===== src/rtl/ahbl_arbiter_ctrl.sv =====
// Arbitration control for one AHB-Lite crossbar slave port: round-robin address-phase
// grant with per-port buffering, master-lock support and data-phase ownership tracking.
module ahbl_arbiter_ctrl #(
    parameter int N_PORTS = 2
) (
    input  logic                   clk,
    input  logic                   rst_n,
    input  logic [2*N_PORTS-1:0]   req_htrans,
    input  logic [N_PORTS-1:0]     req_hready,
    input  logic [N_PORTS-1:0]     req_hmastlock,
    input  logic                   ahbls_hready_resp,
    output logic [N_PORTS-1:0]     gnt_aph,
    output logic                   aph_from_buf,
    output logic [N_PORTS-1:0]     gnt_dph,
    output logic [N_PORTS-1:0]     buf_capture,
    output logic [N_PORTS-1:0]     buf_valid,
    output logic [N_PORTS-1:0]     ahblm_hready_resp
);

    localparam int IDX_W = $clog2(N_PORTS);
    typedef logic [IDX_W-1:0] idx_t;

    idx_t               last_gnt;
    idx_t               lock_owner;
    logic               lock_active;
    logic [N_PORTS-1:0] buf_lock;

    logic [N_PORTS-1:0] live;
    logic [N_PORTS-1:0] cand;
    logic [N_PORTS-1:0] elig;
    idx_t               winner;
    idx_t               scan_idx;
    logic               found;
    logic               grant;
    logic               win_lock;
    logic               owner_idle;

    // A port with a buffered request is stalled upstream, so its live bus is ignored.
    always_comb begin
        // NOTE: every combinational output gets a default first so no path can infer a latch.
        live = '0;
        for (int i = 0; i < N_PORTS; i++) begin
            live[i] = req_hready[i] & req_htrans[2*i+1] & ~buf_valid[i];
        end
        cand = buf_valid | live;
        elig = cand;
        if (lock_active) begin
            elig = cand & (N_PORTS'(1) << lock_owner);
        end
    end

    // Round-robin scan starting just above the previous winner.
    always_comb begin
        winner   = last_gnt;
        scan_idx = '0;
        found    = 1'b0;
        for (int k = 1; k <= N_PORTS; k++) begin
            scan_idx = idx_t'((int'(last_gnt) + k) % N_PORTS);
            if (!found && elig[scan_idx]) begin
                winner = scan_idx;
                found  = 1'b1;
            end
        end
    end

    assign grant        = ahbls_hready_resp & found;
    assign gnt_aph      = grant ? (N_PORTS'(1) << winner) : '0;
    assign aph_from_buf = grant & buf_valid[winner];
    assign buf_capture  = live & ~(gnt_aph & {N_PORTS{~aph_from_buf}});
    assign win_lock     = aph_from_buf ? buf_lock[winner] : req_hmastlock[winner];

    assign owner_idle = req_hready[lock_owner] & ~req_hmastlock[lock_owner]
                      & (req_htrans[{lock_owner, 1'b0} +: 2] == 2'b00);

    // The data-phase owner sees the slave's ready; everyone else is held only while buffered.
    assign ahblm_hready_resp = (gnt_dph & {N_PORTS{ahbls_hready_resp}})
                             | (~gnt_dph & ~buf_valid);

    always_ff @(posedge clk or negedge rst_n) begin
        if (!rst_n) begin
            last_gnt    <= idx_t'(N_PORTS - 1);
            lock_owner  <= '0;
            lock_active <= 1'b0;
            gnt_dph     <= '0;
            buf_valid   <= '0;
            // NOTE: buffer lock bits are reset too; they are a handful of flops and this keeps
            // lock decisions deterministic even if a stale bit were ever consulted.
            buf_lock    <= '0;
        end else begin
            // NOTE: sequential state uses non-blocking assignments so every flop samples
            // pre-edge values regardless of statement order.
            if (ahbls_hready_resp) begin
                gnt_dph <= gnt_aph;
            end
            buf_valid <= (buf_valid | buf_capture) & ~(gnt_aph & {N_PORTS{aph_from_buf}});
            buf_lock  <= (buf_lock & ~buf_capture) | (req_hmastlock & buf_capture);

            // While locked only the owner can be granted, so an unlocked grant ends the lock.
            if (grant) begin
                last_gnt <= winner;
                if (win_lock) begin
                    lock_active <= 1'b1;
                    lock_owner  <= winner;
                end else begin
                    lock_active <= 1'b0;
                end
            end else if (lock_active && owner_idle) begin
                lock_active <= 1'b0;
            end
        end
    end

endmodule

===== config.mk =====
export PLATFORM = sky130hd
export DESIGN_NAME = ahbl_arbiter_ctrl
export DESIGN_NICKNAME = d
export VERILOG_FILES = /design/src/rtl/ahbl_arbiter_ctrl.sv
export SDC_FILE = /design/constraint.sdc
export NUM_CORES = 1
export LEC_CHECK = 0
export BUFFER_PORTS_ARGS = -buffer_cell sky130_fd_sc_hd__buf_2
export CORE_AREA = 3 3 40 42
export CTS_BUF_LIST = sky130_fd_sc_hd__clkbuf_4 sky130_fd_sc_hd__clkbuf_8
export DETAILED_ROUTE_END_ITERATION = 8
export DIE_AREA = 0 0 43 45
export PLACE_DENSITY = 0.67
export SYNTH_ARGS = -nofsm -noshare
export SYNTH_HDL_FRONTEND = slang
export SYNTH_SLANG_ARGS = --single-unit

===== constraint.sdc =====
create_clock -name clk -period 2.4 [get_ports clk]
set_input_delay 0.72 -clock clk [delete_from_list [all_inputs] [get_ports clk]]
set_output_delay 0.72 -clock clk [all_outputs]
set_load 0.02 [all_outputs]

==> reports/qor.yml <==
outcome: "finished, final reports clean"
ys_ff_latch: 9
peakVddDrop_uv: 668
endpoint: "aph_from_buf"
yosysWarnings: 0
design_area_um2: 782
start_kind: "input pin"
max_freq_mhz: 419
setup_viol: 0
vias_per_cell: 5.20
arrival_ns: 1.67
ff2ff_path_depth: 6
dpl.hpwl_um: 1050
clock_latency_ns: 0.27
slew_headroom_pct: 79.4
clkSlewWorstSetupHoldPaths_ns: 0.06
die_area_mm2: 0.00194
drt_iter0_drc: 6
port_buffers: 21
synth-simple-area-share_pct: 21.8
finalPower_w: 0.00105
ys_seq_area_share_pct: 43.4
grt.overflow.total: 0
synth.area.top_cells: "dfrtp_1 (38%), a21oi_1 (5.8%), nand2_1 (5.8%)"
p_leak_nw: 0.422
rr_startpoint: "lock_owner$_DFFE_PN0P_"
cts_made_buffers: 3
grt_pass1_wl_um: 2240
vias: 567
synthMuxAreaShare_pct: 8.15
critPathMaxFanout: 3
r2r-end: "lock_owner$_DFFE_PN0P_"
netlist_area_um2: 522
globalplace.congestion: 0.899
dieHeight_um: 45
startpoint: "req_htrans[1]"
yosysUniqueCellTypes: 24
clk_path_buf_depth: 2
core_mm2: 0.00128
num_rows: 13
synth_top_family_by_area: "compound AO/OA/AOI/OAI gates"
synth_largest_type_area_fraction_pct: 38.4
min_period_over_period_pct: 99.4
synth-xor-area-share_pct: 0
netlist_instances: 59
route.detailed.drc: 0
synth_fp_nets: 70
post-route-util_pct: 60.9
start_util_pct: 40.6
worst_slew_pin_slew_ns: 0.304
powerDensity_mw_per_mm2: 1350
dieWidth_um: 43
skew_ns: 0.00535
ant_nets: 0
drt_pass1_iterations: 4
grt_pass1_vias: 496
drive_gt1_share_pct: 48.9
num_antenna_cells: 0
cts_root_buffer: "clkbuf_4"
critPathRequiredTime_ns: 1.68
endpoint_kind: "output port"
antenna_found_initial: 0
cts_tree: "yes"
clock_sinks: 9
htreeDepth: 1
drv_slew: 0
rsz0062_at_grt: "true"
grt_use_total_pct: 16.8
cts-hold-fix-buffers: 0
finalHoldViolations: 0
wl_um: 1320
syn_avg_cell_area_um2: 8.84
path_class: "in -> out"
r2r_setup_slack_ns: 0.36
dpl_cell_area_um2: 727
grt_max_degree: 10
synthAdderAreaFrac_pct: 0
wl_per_cell_um: 12.1
ios: 22
synth_compound_area_share_pct: 23.0
area_growth_pct: 49.9
place_ws_ns: -0.0674
yosys.area.top_type: "dfrtp_1"
nets: 106
fin_crit_ns: 2.39
hp-class: "in -> async"
timing.final.ws_setup_ns: 0.0150
max-cap-violations: 0
## layout by cell type, fill, tap and decap left out, types with 3 or more instances in the layout
cell type,netlist,final
buf_2,0,19
dfrtp_1,8,8
nand2_1,8,7
a21o_1,3,3
a21oi_2,1,3
nor2_1,5,4
a21oi_1,6,4
inv_1,5,5
buf_4,0,12
clkbuf_4,0,4
## metal layers
metal | global-route usage (%) | vias to the layer above | share of wire [%]
li1 | - | 282 | -
met1 | 21.8 | 259 | 47
met2 | 21.9 | 21 | 43
met3 | 5.98 | 5 | 6.8
met4 | 14.5 | 0 | 3.9
met5 | 0 | - | 0
## power breakdown
group          internal, W  switching (W)  total, W
clock network    0.0000754      0.0000530  0.000128
logic             0.000274       0.000333  0.000607
registers         0.000234      0.0000856  0.000320
total             0.000584       0.000471   0.00105
## metrics by stage
stage,cells,TNS [ns],hold slack (ns)
global route,109,-0.0695,0.284
CTS,109,0,0.292
detailed placement,104,-0.148,0.477
floorplan,59,-0.0121,0.424
global placement,104,-0.0205,0.473
finish,109,0,0.296
## cell usage after synthesis (all sizes together)
cell    number
nand2        8
o21ai        3
nor3         2
mux2         2
o211a        1
a21o         3
a21boi       1
a211o        2
dfstp        1
and2         1
or3b         1
nor2b        1
nand4        1
dfrtp        8
nor2         5
inv          5
or4          1
a21oi        7
mux2i        2
o311ai       1
nand3        2
and3         1
## repair_timing
| item | 4_1_cts | 5_1_grt |
|---|---|---|
| resized for setup | 5 | 1 |
| setup buffers | 1 | 0 |
| pin swaps | 1 | 1 |
| setup endpoints to repair | 3 | 5 |
## final cells by class
class | count | area (um2)
Clock buffer | 4 | 30.0
Fill cell | 131 | 503
Inverter | 5 | 18.8
Multi-Input combinational cell | 45 | 303
Sequential cell | 9 | 226
Tap cell | 15 | 18.8
Timing Repair Buffer | 31 | 185
## critical path, cell delays in order
cell,delay (ns)
buf_2,0.11
a21o_1,0.20
a211o_1,0.27
a21oi_2,0.19
buf_4,0.17
## kinds of logic after synthesis
group           count (synthesis)
simple gates                   23
compound gates                 18
flops                           9
buf+inv                         5
mux                             4
## how the worst min path moves through the flow
| stage | startpoint | endpoint | slack, ns | cells after the start |
|---|---|---|---|---|
| 2_1_floorplan | rst_n | async pin | 0.42 | 0 |
| 3_3_place_gp | register | register | 0.47 | 1 |
| 3_5_place_dp | register | register | 0.48 | 1 |
| 4_1_cts | rst_n | buf_valid[0]$_DFF_PN0_ | 0.29 | 1 |
| 5_1_grt | rst_n | lock_active$_DFFE_PN0P_ | 0.28 | 1 |
| 6_report | rst_n | lock_active$_DFFE_PN0P_ | 0.30 | 1 |
(Power assumes the default switching activity.)
